## config.mk

```make
export PLATFORM = sky130hd
export DESIGN_NAME = writeback_unit
export DESIGN_NICKNAME = d
export VERILOG_FILES = /design/src/rtl/writeback_unit.sv
export SDC_FILE = /design/constraint.sdc
export NUM_CORES = 1
export LEC_CHECK = 0
export CORE_UTILIZATION = 58
export CTS_CLUSTER_SIZE = 14
export DETAILED_ROUTE_END_ITERATION = 8
export HOLD_SLACK_MARGIN = 0.06
export PLACE_DENSITY_LB_ADDON = 0.1
export REMOVE_ABC_BUFFERS = 1
export SYNTH_ARGS = -nofsm -noshare
export SYNTH_HDL_FRONTEND = slang
export SYNTH_SLANG_ARGS = --single-unit
```

## constraint.sdc

```tcl
create_clock -name clk -period 6.9 [get_ports clk]
set_input_delay 1.035 -clock clk [delete_from_list [all_inputs] [get_ports clk]]
set_output_delay 1.035 -clock clk [all_outputs]
set_load 0.05 [all_outputs]
```

## src/rtl/writeback_unit.sv

```systemverilog
// writeback_unit: merges ALU results and width-extended load results into one registered register-file write per cycle.
// Optional WB_X0_GUARD_EN suppresses the write enable for destination register 0.
module writeback_unit #(
  parameter int DEPTH = 4
) (
  input  logic        clk,
  input  logic        reset,
  input  logic        alu_valid,
  input  logic [4:0]  alu_rd,
  input  logic [31:0] alu_result,
  input  logic        ld_valid,
  output logic        ld_ready,
  input  logic [4:0]  ld_rd,
  input  logic [31:0] ld_data,
  input  logic [2:0]  ld_funct3,
  output logic        ld_pending,
  output logic        reg_write,
  output logic [4:0]  rd,
  output logic [31:0] write_data
);
  localparam int AW = $clog2(DEPTH);
  localparam logic [AW:0] FULL = DEPTH[AW:0];
  logic [36:0]   mem_q [DEPTH];
  logic [AW-1:0] wp_q, rp_q;
  logic [AW:0]   count_q, count_d;
  logic [31:0]   ext_data, sel_data, write_data_q;
  logic [4:0]    sel_rd, rd_q;
  logic          push, pop, sel_v, we_d, reg_write_q;
  assign ld_ready   = count_q != FULL;
  assign ld_pending = count_q != '0;
  assign push       = ld_valid && ld_ready;
  assign pop        = !alu_valid && ld_pending;
  assign reg_write  = reg_write_q;
  assign rd         = rd_q;
  assign write_data = write_data_q;
  always_comb begin
    ext_data = (ld_funct3 == 3'b000) ? {{24{ld_data[7]}}, ld_data[7:0]} :
               (ld_funct3 == 3'b001) ? {{16{ld_data[15]}}, ld_data[15:0]} :
               (ld_funct3 == 3'b100) ? {24'd0, ld_data[7:0]} :
               (ld_funct3 == 3'b101) ? {16'd0, ld_data[15:0]} : ld_data;
    sel_v    = alu_valid || pop;
    sel_rd   = alu_valid ? alu_rd : mem_q[rp_q][36:32];
    sel_data = alu_valid ? alu_result : mem_q[rp_q][31:0];
    count_d  = count_q + {{AW{1'b0}}, push} - {{AW{1'b0}}, pop};
`ifdef WB_X0_GUARD_EN
    we_d     = sel_v && sel_rd != 5'd0;
`else
    we_d     = sel_v;
`endif
  end
  // Entry storage carries no reset: occupancy alone decides what is valid.
  always_ff @(posedge clk) begin
    if (push) mem_q[wp_q] <= {ld_rd, ext_data};
  end
  always_ff @(posedge clk) begin
    if (reset) begin
      wp_q         <= '0;
      rp_q         <= '0;
      count_q      <= '0;
      reg_write_q  <= 1'b0;
      rd_q         <= '0;
      write_data_q <= '0;
    end else begin
      if (push) wp_q <= wp_q + 1'b1;
      if (pop) rp_q <= rp_q + 1'b1;
      count_q     <= count_d;
      reg_write_q <= we_d;
      if (sel_v) begin
        rd_q         <= sel_rd;
        write_data_q <= sel_data;
      end
    end
  end
endmodule
```

Word-level counts from Yosys, hierarchy flattened
Memories as Yosys holds them, arrays and structs flattened. A register that Yosys moved wholly into a read port is not among the register bits.
Index checks and enable logic that the tools add are counted.
- bits in registers: 45
- bits in writable memories: 148
- input bits: 81
- output and inout bits: 40
- logic and storage cells: 31
- memories kept: 1
- memory list (name ; words ; width ; read ports ; clocked after Yosys merged registers in ; wr ports ; line ; RTL):
    mem_q ; 4 ; 37 ; 1 ; 1 ; 1 ; 23 ; logic [36:0] mem_q [DEPTH];
- add/sub/neg operators: 4
- eq/ne operators: 4
- mux-type cells: 10
- reductions and logical operators: 6
- operator list (cell ; number):
    32-bit two-way mux ; 5
    3-bit == test (second input constant) ; 2
    5-bit two-way mux ; 1
    2-bit by 1-bit adder with 2-bit output (second input constant) ; 2
    2-bit two-way mux ; 2
    3-bit by 1-bit adder with 3-bit output ; 1
    3-bit by 1-bit == test with 1-bit output (second input constant) ; 1
    3-bit zero test ; 1
    3-bit inequality test (second input constant) ; 1
    3-bit nonzero test ; 1
    3-bit by 1-bit subtractor with 3-bit output ; 1
    1-bit logical AND ; 2
    1-bit two-way mux ; 2
    1-bit zero test ; 1
    1-bit logical OR ; 1

Longest topological paths before layout
Gate-level depths: netlist (run 1).
- word-level depth: 5
- mapped depth: 11

Worst setup path after synthesis (run 1)
Ideal clock, no wire load.
- kind: input to register
- start: input alu_valid
- end: register count_q[2]
- setup time: 78 ps
- arrival: 2763 ps
- required time: 6822 ps
- slack: 4060 ps
- stages on the path: 11
- path through: buf_2 -> clkbuf_1 -> nor2_1 -> ha_1 -> inv_1 -> ha_1 -> inv_1 -> fa_1 -> xor2_1 -> and2_1 -> nor3_1
- word-level cells in the longest chain between the ends: 3
- RTL lines (element ; line ; RTL):
    start: declaration ; 8 ; input logic alu_valid,
    1-bit zero test ; 32 ; assign pop = !alu_valid && ld_pending;
    1-bit logical AND ; 32 ;
    named net pop ; 28 ; logic push, pop, sel_v, we_d, reg_write_q;
    3-bit by 1-bit subtractor with 3-bit output ; 44 ; count_d = count_q + {{AW{1'b0}}, push} - {{AW{1'b0}}, pop};
    end signal: assignment ; 66 ; count_q <= count_d;
    end: declaration ; 25 ; logic [AW:0] count_q, count_d;
The timed path passes the listed nets, and every way through them passes these cells.
A chain may end at the register's enable or synchronous reset.

Worst setup path in the final report (run 1)
- start: register count_q[2]
- end: output ld_ready
- word-level cells in the longest chain between the ends: 1
- RTL lines (element ; line ; RTL):
    3-bit inequality test ; 29 ; assign ld_ready = count_q != FULL;
    end: declaration ; 12 ; output logic ld_ready,
Every way passes these cells.

==> impl_results.md, run 1 <==
* Clock net sink count at 195
* DRC violation total after the first TritonRoute iteration at approximately 520
* Max-Slew Margin vs Limit at 24.86%
* CP Data Arrival Time at ~2100 ps
* Setup TNS at 0 ps
* Post-Place Cell Area at about 9000 um2
* Global-route wire length before repair at roughly 25,000 um
* Combinational share of power at between 20 and 30%
* Share of power burned in the clock network at between 20% and 30%
* Drt pass-1 iters at 9
* Floorplan die height at 117.5 um
* Flops & latches, synth at a little under 200
* Final worst path period share at between 40 and 50%
* Setup violation total in the final timing report at 0
* Final-stage net count at 704
* Final non-filler cell total at approximately 800
* Residual DRC count at 0
* Floorplan core area at between 10,000 and 15,000 um2
* Pin count of the biggest net entering global routing at 76
* Mean routed wirelength per cell at around 20 um
* HPWL Detailed at approximately 8800 um
* N_diodes at 0
* Ratio of total power to cell area at roughly 370 nW/um2
* Total power of the final layout at 3.537 mW
* Switching portion of total power at 31.26%
* Synthesized area per cell at roughly 15 um2
* Classification of the worst setup path: flop to primary output
* Share of async-settable or async-resettable flops after synthesis at 0%
* Routability Congestion at between 0.7 and 0.8
* Result of the run: finished clean
* Antenna-violating nets left at 0
* Dominant cell by count in the synthesized netlist: sky130_fd_sc_hd__edfxtp_1
* Effective utilization at floorplan at 60.31%
* Area added between synthesis and finish at 23.63%
* Num CTS Buffers at 17
* Post-CTS Repair Setup Buffers at 0
* Maximum resistive drop on vdd at 0.1857 mV
* Total number of vias at 4,762
* Maximum buffer depth of the clock tree at 2
* Quantity of I/O buffers inserted on ports at 120
* Overflow left after global routing at 0
* Critical path capture point type: primary output
* Relative contribution of sequential cells to total power at between 40% and 50%
* Cell taking the most area after synthesis: sky130_fd_sc_hd__edfxtp_1
* Cell area after synthesis at about 7700 um2
* CP Launch Type: flop
* Final period demand of the worst path at about 3200 ps
* Layout cell share with drive strength beyond 1 at about a fifth
* Number of top-level pins at between 100 and 150
* Unique masters post-synth at 30
* CTS H-tree lvls at 4
* Slew Viols, Final at 0
* Mapped Cells at 517
* Routed wire length at 16,070 um
* Clk slew on worst S/H paths at 70 ps
* Clock latency on the worst-skew pair at approximately 430 ps
* Placed cell count at a little under 800
* Floorplan row count at 41
* Top flip-flop cell by instance count after synthesis: sky130_fd_sc_hd__edfxtp_1
* Max Cap Viol at 0
* Biggest fanout along the worst timing path at 10
* EDFF count, synth at roughly 150
* Total of cells resized after clock tree synthesis at 0
* Via density per instance at just under 6
* Sequential cell area fraction in the yosys report at a little over two thirds
* Count of yosys warnings during synthesis at 0
* Final hold violation count at 0
* Design area at between 9000 and 10,000 um2
* Hold Crit Class: flop to flop
* Number of global-route vias before repair at around 4,800
* Initial antenna violation count at 0
* Smallest hold slack at about 500 ps
* Net Sw Power at ~1.1 mW
* CTS tree: built
* Worst EP required at between 5000 and 6000 ps
* Transition time at the pin with the least slew margin at about 1100 ps
* Total routing resource utilization after global routing at 23.73%
* Post-synth top cells: 148 x sky130_fd_sc_hd__edfxtp_1, 74 x sky130_fd_sc_hd__mux2_2, 47 x sky130_fd_sc_hd__dfxtp_1, 41 x sky130_fd_sc_hd__nand2_1, 41 x sky130_fd_sc_hd__nor2_1
* Int Pwr at approximately 2.4 mW
* Die Footprint at 13,800 um2
* Worst Setup Slack, final at around 3700 ps
* Final Skew at about 9.5 ps
* Cell chosen for the clock root: sky130_fd_sc_hd__clkbuf_16
* Unrepaired setup endpoints after global routing: false
* Highest achievable clock rate at roughly 320 MHz
* Fin util at between 70 and 80%
* Horizontal die dimension at 117.5 um
* Number of hold buffers added after cts at 0
* Worst slack, placed at between 3000 and 4000 ps
* Area contributors post-synth: sky130_fd_sc_hd__edfxtp_1 57%, sky130_fd_sc_hd__dfxtp_1 12%, sky130_fd_sc_hd__mux2_2 11%
* Top cell type's share of synthesized area at 57.46%
* P_leak at roughly 3.4 nW
sequential cells by signal, indices dropped and copies added (netlist names), named ones only:
| register | cells |
|---|---|
| reg_write | 1 |
| rp_q | 2 |
| write_data | 32 |
| count_q | 3 |
| rd | 5 |
| wp_q | 2 |
| mem_q | 148 |
cells by family after synthesis:
group	synth area share [%]
AO/OA/AOI/OAI	9.576
adder cells (fa/ha/maj)	1.229
flip-flops	69.62
AND/OR/NAND/NOR	5.532
buffers and inverters	3.025
XOR/XNOR	0.1133
multiplexers	10.90
worst max-delay path, stage by stage, from the launching register on:
cell,delay [ps]
sky130_fd_sc_hd__dfxtp_1,390
sky130_fd_sc_hd__or3b_2,570
sky130_fd_sc_hd__clkdlybuf4s50_1,740
per-layer routing:
| metal | vias up | track usage (%) | wire [um] |
|---|---|---|---|
| met1 | 2317 | 29.80 | 6744 |
| li1 | 2221 | - | - |
| met3 | 22 | 5.669 | 1165 |
| met5 | - | 0 | 0 |
| met4 | 0 | 9.535 | 230 |
| met2 | 202 | 39.76 | 7928 |
worst paths after layout:
| path | startpoint | to | slack, ps | cells after the start |
|---|---|---|---|---|
| setup / recovery | count_q[2]$_SDFF_PP0_ | ld_ready | 3740 | 2 |
| hold / removal | write_data[18]$_SDFFE_PP0P_ | write_data[18]$_SDFFE_PP0P_ | 500 | 2 |
| setup reg to reg | count_q[2]$_SDFF_PP0_ | count_q[2]$_SDFF_PP0_ | 4420 | 10 |
| hold reg to reg | write_data[18]$_SDFFE_PP0P_ | write_data[18]$_SDFFE_PP0P_ | 500 | 2 |
cell usage in the layout (no fill, tap or decap), drive strengths merged, types with 3 or more instances in the layout:
| cell | instances |
|---|---|
| edfxtp | 148 |
| clkdlybuf4s50 | 118 |
| mux2 | 74 |
| dfxtp | 47 |
| nand2 | 41 |
| nor2 | 41 |
| a222oi | 37 |
| a211oi | 37 |
| clkbuf | 24 |
| o21ai | 9 |
| inv | 6 |
| ha | 6 |
| a21oi | 5 |
| and3 | 4 |
| clkinv | 4 |
| buf | 4 |
| nor2b | 3 |
power by group through the flow:
stage / Clock [mW] / Combinational (mW) / Sequential [mW]
floorplan: 0 / 0.420 / 1.83
global placement: 0 / 0.959 / 1.59
detailed placement: 0 / 0.975 / 1.61
CTS: 0.984 / 0.982 / 1.58
global route: 1.03 / 1.03 / 1.61
finish: 0.977 / 0.978 / 1.58
layout make-up:
| class | count | area, um2 |
|---|---|---|
| timing repair buffer | 122 | 1206 |
| inverter | 6 | 22.52 |
| tap | 172 | 215.2 |
| sequential | 195 | 5389 |
| multi-input combinational | 274 | 2136 |
| clock buffer | 24 | 491.7 |
| fill | 801 | 3262 |
| clock inverter | 8 | 102.6 |
Power figures use the tool's default switching activity.
==> run 2, diff against run 1 <==
Settings changed: CORE_UTILIZATION 58 to 53.
Clock period 6.9 ns to 3.2 ns, I/O delays scaled along.
==> run 2 against run 1 <==
Non-clock buffer count rose by 7. Combinational power rose by 130%. Via count rose by 0.48%. Cell count rose by 1.7%. Core utilization fell by 5.4 points. Routed wire length rose by 6.5%. Clock power rose by 120%. Hold slack got worse by 2.1 ps. Critical endpoint unchanged. Largest cell class unchanged.
==> impl_results.md, run 2 (same netlist as run 1, synthesis figures left out) <==
* Unrepaired setup endpoints after global routing: false
* Final-stage net count at 711 (+0.99%)
* Number of hold buffers added after cts at 0 (unchanged)
* Worst-path cell with the longest stage delay: sky130_fd_sc_hd__clkdlybuf4s50_1
* Final worst path period share at around 80%
* Clock net sink count at 195 (unchanged)
* Residual DRC count at 0 (unchanged)
* Cell chosen for the clock root: sky130_fd_sc_hd__clkbuf_16
* Result of the run: finished clean
* GR met3 Demand/Resource at 4.740% (-0.93 points)
* Pin count of the biggest net entering global routing at 76 (unchanged)
* Classification of the worst setup path: flop to primary output
* Setup violation total in the final timing report at 0 (unchanged)
* Clk slew on worst S/H paths at 60 ps (about the same)
* Area added between synthesis and finish at 25.64%
* Register with the most flip-flops: mem_q
* Routability Congestion at 0.7540 (+5.3%)
* CTS H-tree lvls at 4 (unchanged)
* Final hold violation count at 0 (unchanged)
* Global Route met2 Usage at 40.63% (+0.87 points)
* CTS tree: built
* Hold Crit Class: flop to flop
* Highest achievable clock rate at around 380 MHz
* HPWL Detailed at 10,130 um (+15%)
* Busiest grt layer: met2
* Final Skew at 5.787 ps (-3.677 ps)
* Via density per instance at 5.871 (-1.2%)
* Layout cell share with drive strength beyond 1 at 19.21% (+0.61 points)
* Slew Viols, Final at 0 (unchanged)
* Horizontal die dimension at 122.8 um (+4.5%)
* Floorplan die height at 122.8 um (+4.5%)
* Drt pass-1 iters at 8 (-1)
* Global-route wire length before repair at 26,110 um (+5.8%)
* Quantity of I/O buffers inserted on ports at 120 (unchanged)
* Post-CTS Repair Setup Buffers at 0 (unchanged)
* Transition time at the pin with the least slew margin at 1069 ps (-55.91 ps)
* Total number of vias at 4,785 (+0.48%)
* Max Cap Viol at 0 (unchanged)
* Routed wire length at 17,120 um (+6.5%)
* Total routing resource utilization after global routing at 24.24% (+0.51 points)
* DRC violation total after the first TritonRoute iteration at 481 (-8.2%)
* Total of cells resized after clock tree synthesis at 0 (unchanged)
* Initial antenna violation count at 0 (unchanged)
* Post-Place Cell Area at 9119 um2 (+1.7%)
* Die Footprint at 15,080 um2 (+9.3%)
* Most frequent cells in the layout: 148 x sky130_fd_sc_hd__edfxtp_1, 118 x sky130_fd_sc_hd__clkdlybuf4s50_1, 74 x sky130_fd_sc_hd__mux2_2
* Most frequent standard cell in the layout excluding fill and tap cells: sky130_fd_sc_hd__edfxtp_1
* Fin util at 69.21% (-5.4 points)
* Met1 routing resource usage after global routing at 31.46% (+1.7 points)
* Worst EP required at 2720 ps (-3140 ps)
* Design area at 9718 um2 (+1.6%)
* Num CTS Buffers at 17 (unchanged)
* Flip-flop count of the largest register, all copies and words added at 148 (unchanged)
* Floorplan row count at 43 (+4.9%)
* Max-Slew Margin vs Limit at 28.74% (+3.9 points)
* Antenna-violating nets left at 0 (unchanged)
* Setup TNS at 0 ps (unchanged)
* N_diodes at 0 (unchanged)
* P_leak at 3.417 nW (+1.8%)
* Biggest fanout along the worst timing path at 10 (unchanged)
* Clock latency on the worst-skew pair at 420 ps (about the same)
* Worst-path cell chain: or3b_2 -> clkdlybuf4s50_1
* Critical path capture point type: primary output
* CP Data Arrival Time at 2120 ps (about the same)
* Maximum buffer depth of the clock tree at 2 (unchanged)
* Final period demand of the worst path at approximately 2600 ps
* Maximum resistive drop on vdd at 0.4591 mV (+150%)
* Effective utilization at floorplan at 55.08% (-5.2 points)
* CP Launch Type: flop
* Ratio of total power to cell area at 797.7 nW/um2 (+120%)
* Mean routed wirelength per cell at 21.00 um (+4.7%)
* Worst stage delay on the critical path at 740 ps (about the same)
* Number of global-route vias before repair at 4,760 (-1.4%)
* Number of top-level pins at 121 (unchanged)
* Overflow left after global routing at 0 (unchanged)
* Floorplan core area at 14,040 um2 (+9.5%)
* Total power of the final layout at 7.752 mW (+120%)
==> run 2: cell count changes in the layout (fill, tap and decap cells not counted) <==
cell                        before  now
sky130_fd_sc_hd__clkbuf_8        4    0
sky130_fd_sc_hd__clkbuf_1        3    4
sky130_fd_sc_hd__clkinv_2        2    3
sky130_fd_sc_hd__bufinv_16       2    4
sky130_fd_sc_hd__buf_12          0    7
sky130_fd_sc_hd__clkinv_4        2    1
==> run 2: path summary, 6_finish.rpt <==
check / start / end / slack [ps] / cells past startpoint
max: count_q[2]$_SDFF_PP0_ / ld_ready / 600 / 2
min: write_data[8]$_SDFFE_PP0P_ / write_data[8]$_SDFFE_PP0P_ / 500 / 2
min reg2reg: write_data[8]$_SDFFE_PP0P_ / write_data[8]$_SDFFE_PP0P_ / 500 / 2
max reg2reg: count_q[2]$_SDFF_PP0_ / count_q[2]$_SDFF_PP0_ / 760 / 10
==> run 2: layer usage <==
| layer | vias to the layer above | part of all wire [%] |
|---|---|---|
| li1 | 2232 | - |
| met1 | 2347 | 42 |
| met2 | 190 | 51 |
| met3 | 16 | 6.1 |
| met4 | 0 | 1.0 |
| met5 | - | 0 |
==> run 2: area by class of cell <==
class	instances	area [um2]
timing repair buffer	129	1346
inverter	6	22.52
multi-input combinational	274	2136
clock inverter	10	158.9
fill	966	4324
tap	180	225.2
sequential	195	5389
clock buffer	21	440.4
==> run 2: power by group <==
part           leakage, nW  internal (mW)  total (mW)  switching [mW]
Combinational         1.37          0.910        2.24            1.33
Clock                0.287           1.30        2.16           0.863
Sequential            1.76           3.14        3.35           0.213
==> run 2: per-stage QoR <==
step                      cells  hold slack [ps]  setup slack, ps
final                       815            496.2            599.3
after global routing        815            517.2            456.8
after CTS                   815            499.0            551.8
after detailed placement    784            490.5            575.2
after global placement      784            476.9            680.0
after floorplan             475            445.5            341.3
==> run 2: critical path: cells and delay by family, from the launching register on <==
kind / cells / cell delay, ps
DFF: 1 / 390
buffers and inverters: 1 / 740
and+or+nand+nor: 1 / 570
==> run 3, diff against run 2 <==
Clock period 3.2 ns to 2.7 ns, I/O delays scaled along.
==> run 3 against run 2 <==
Via count rose by 1.5%. Worst setup slack got worse by 410 ps. Die area stayed put. Hold slack better by 1.6 ps. Design area is 0.32% higher. Largest cell class unchanged. Register-to-register slack worse by 480 ps. Count of clock-buffer cells in the layout is 1 higher.
==> impl_results.md, run 3 (same netlist as run 1, synthesis figures left out) <==
* Hold Crit Class: flop to flop
* CP Launch Type: flop
* Total of cells resized after clock tree synthesis at 0 (unchanged)
* Top delay family on crit path: buffers and inverters
* Highest achievable clock rate at 398.1 MHz
* Start of the worst register-to-register path: count_q[1]$_SDFF_PP0_
* Most frequent cells in the layout: 148 x sky130_fd_sc_hd__edfxtp_1, 118 x sky130_fd_sc_hd__clkdlybuf4s50_1, 74 x sky130_fd_sc_hd__mux2_2
* Max Cap Viol at 0 (unchanged)
* Register with the most flip-flops: mem_q
* Via density per instance at 5.929 (+0.99%)
* Max-Slew Margin vs Limit at 20.20% (-8.5 points)
* Setup violation total in the final timing report at 0 (unchanged)
* Transition time at the pin with the least slew margin at 1194 ps (+125.2 ps)
* Setup slack, reg-to-reg at 280 ps (-480 ps)
* Flip-flop count of the largest register, all copies and words added at 148 (unchanged)
* Post-Place Cell Area at 9129 um2 (+0.11%)
* Global-route wire length before repair at 26,020 um (-0.34%)
* Final period demand of the worst path at 2512 ps
* HPWL Detailed at 9602 um (-5.2%)
* Clock net sink count at 195 (unchanged)
* Final-layout fill cell count at 974 (+0.83%)
* Maximum buffer depth of the clock tree at 2 (unchanged)
* Worst-path cell with the longest stage delay: sky130_fd_sc_hd__clkdlybuf4s50_1
* Slew Viols, Final at 0 (unchanged)
* Result of the run: finished clean
* Post-CTS Repair Setup Buffers at 0 (unchanged)
* N_diodes at 0 (unchanged)
* Floorplan core area at 14,040 um2 (unchanged)
* Critical path depth in cells at 2 (unchanged)
* Final-stage net count at 714 (+0.42%)
* Floorplan row count at 43 (unchanged)
* Worst stage delay on the critical path at 740 ps (about the same)
* Worst-path cell chain: or3b_2 -> clkdlybuf4s50_1
* CP Data Arrival Time at 2110 ps (about the same)
* Biggest fanout along the worst timing path at 10 (unchanged)
* Routability Congestion at 0.7333 (-2.7%)
* Antenna-violating nets left at 0 (unchanged)
* Final Skew at 7.070 ps (+1.283 ps)
* Buffering stage count on the worst path with inverters included at 1 (unchanged)
* Horizontal die dimension at 122.8 um (unchanged)
* Setup TNS at 0 ps (unchanged)
* CTS tree: built
* Worst slack, placed at 284.4 ps (-290.8 ps)
* Classification of the worst setup path: flop to primary output
* Startpoint of the most critical setup path: count_q[1]$_SDFF_PP0_
* P_leak at 3.445 nW (+0.79%)
* Total number of vias at 4,856 (+1.5%)
* Clock latency on the worst-skew pair at 430 ps (about the same)
* Quantity of I/O buffers inserted on ports at 120 (unchanged)
* Most frequent standard cell in the layout excluding fill and tap cells: sky130_fd_sc_hd__edfxtp_1
* Unrepaired setup endpoints after global routing: false
* DRC violation total after the first TritonRoute iteration at 555 (+15%)
* Pin count of the biggest net entering global routing at 76 (unchanged)
* Layout cell share with drive strength beyond 1 at 19.87% (+0.66 points)
* Critical path capture point type: primary output
* Routed wire length at 17,060 um (-0.32%)
* Floorplan die height at 122.8 um (unchanged)
* Number of top-level pins at 121 (unchanged)
* Total routing resource utilization after global routing at 24.15% (-0.087 points)
* Worst EP required at 2300 ps (-420 ps)
* Final worst path period share at approximately 93%
* Smallest hold slack at 497.8 ps (+1.552 ps)
* Final hold violation count at 0 (unchanged)
* Number of global-route vias before repair at 4,837 (+1.6%)
* Overflow left after global routing at 0 (unchanged)
* Num CTS Buffers at 17 (unchanged)
* Design area at 9749 um2 (+0.32%)
* Worst R2R End: count_q[2]$_SDFF_PP0_
* Number of cell instances on the worst register-to-register path at 10 (unchanged)
* Fin util at 69.43% (+0.22 points)
* Worst Setup Slack, final at 187.8 ps (-411.4 ps)
* Drt pass-1 iters at 7 (-1)
* Effective utilization at floorplan at 55.08% (unchanged)
* Residual DRC count at 0 (unchanged)
* Mean routed wirelength per cell at 20.83 um (-0.81%)
* Number of hold buffers added after cts at 0 (unchanged)
* Cell chosen for the clock root: sky130_fd_sc_hd__clkbuf_16
* CTS H-tree lvls at 4 (unchanged)
* Capture point of the worst path: ld_ready
* Die Footprint at 15,080 um2 (unchanged)
* Clk slew on worst S/H paths at 60 ps (about the same)
* Ratio of total power to cell area at 951.8 nW/um2 (+19%)
* Maximum resistive drop on vdd at 0.7824 mV (+70%)
* Initial antenna violation count at 0 (unchanged)
* Area added between synthesis and finish at 26.04%
run 3: worst min-delay path by stage:
stage,startpoint,to,slack [ps],cells past startpoint
floorplan,rp_q[1]$_SDFFE_PP0P_,flop,450,2
global placement,rp_q[1]$_SDFFE_PP0P_,flop,460,2
detailed placement,rp_q[1]$_SDFFE_PP0P_,rp_q[1]$_SDFFE_PP0P_,480,2
CTS,write_data[10]$_SDFFE_PP0P_,write_data[10]$_SDFFE_PP0P_,500,2
global route,write_data[5]$_SDFFE_PP0P_,write_data[5]$_SDFFE_PP0P_,520,2
finish,write_data[4]$_SDFFE_PP0P_,write_data[4]$_SDFFE_PP0P_,500,2
run 3: report_power, final:
group / switching, mW / total (mW) / internal [mW] / leakage, nW
logic: 1.59 / 2.68 / 1.09 / 1.38
registers: 0.250 / 3.97 / 3.72 / 1.76
clock network: 1.04 / 2.63 / 1.59 / 0.304
total: 2.87 / 9.28 / 6.41 / 3.44
run 3: cell type report:
type | instances | area [um2] | share of cell area (%)
Timing Repair Buffer | 132 | 1356 | 13.91
Clock inverter | 10 | 156.4 | 1.604
Multi-Input combinational cell | 274 | 2136 | 21.91
Clock buffer | 22 | 464.2 | 4.761
Sequential cell | 195 | 5389 | 55.27
Tap cell | 180 | 225.2 | 2.310
Inverter | 6 | 22.52 | 0.2310
run 3: routing by layer:
layer	track usage, %	routed length [um]
met4	9.909	265
met2	40.38	8600
met5	0	0
met1	30.82	6986
met3	4.740	1209
run 3: stage by stage:
stage               power (mW)  instances
floorplan                5.745        475
global placement         6.643        787
detailed placement       6.716        787
CTS                      9.332        819
global route             9.669        819
finish                   9.279        819
run 3: worst register-to-register path, stage by stage (launching register included):
cell and delay (ps):
sky130_fd_sc_hd__dfxtp_1 360, sky130_fd_sc_hd__or3b_2 580, sky130_fd_sc_hd__nand2_1 110, sky130_fd_sc_hd__ha_1 230
sky130_fd_sc_hd__inv_1 60, sky130_fd_sc_hd__ha_1 140, sky130_fd_sc_hd__inv_1 50, sky130_fd_sc_hd__fa_1 370
sky130_fd_sc_hd__xor2_1 160, sky130_fd_sc_hd__and2_1 170, sky130_fd_sc_hd__nor3_1 130
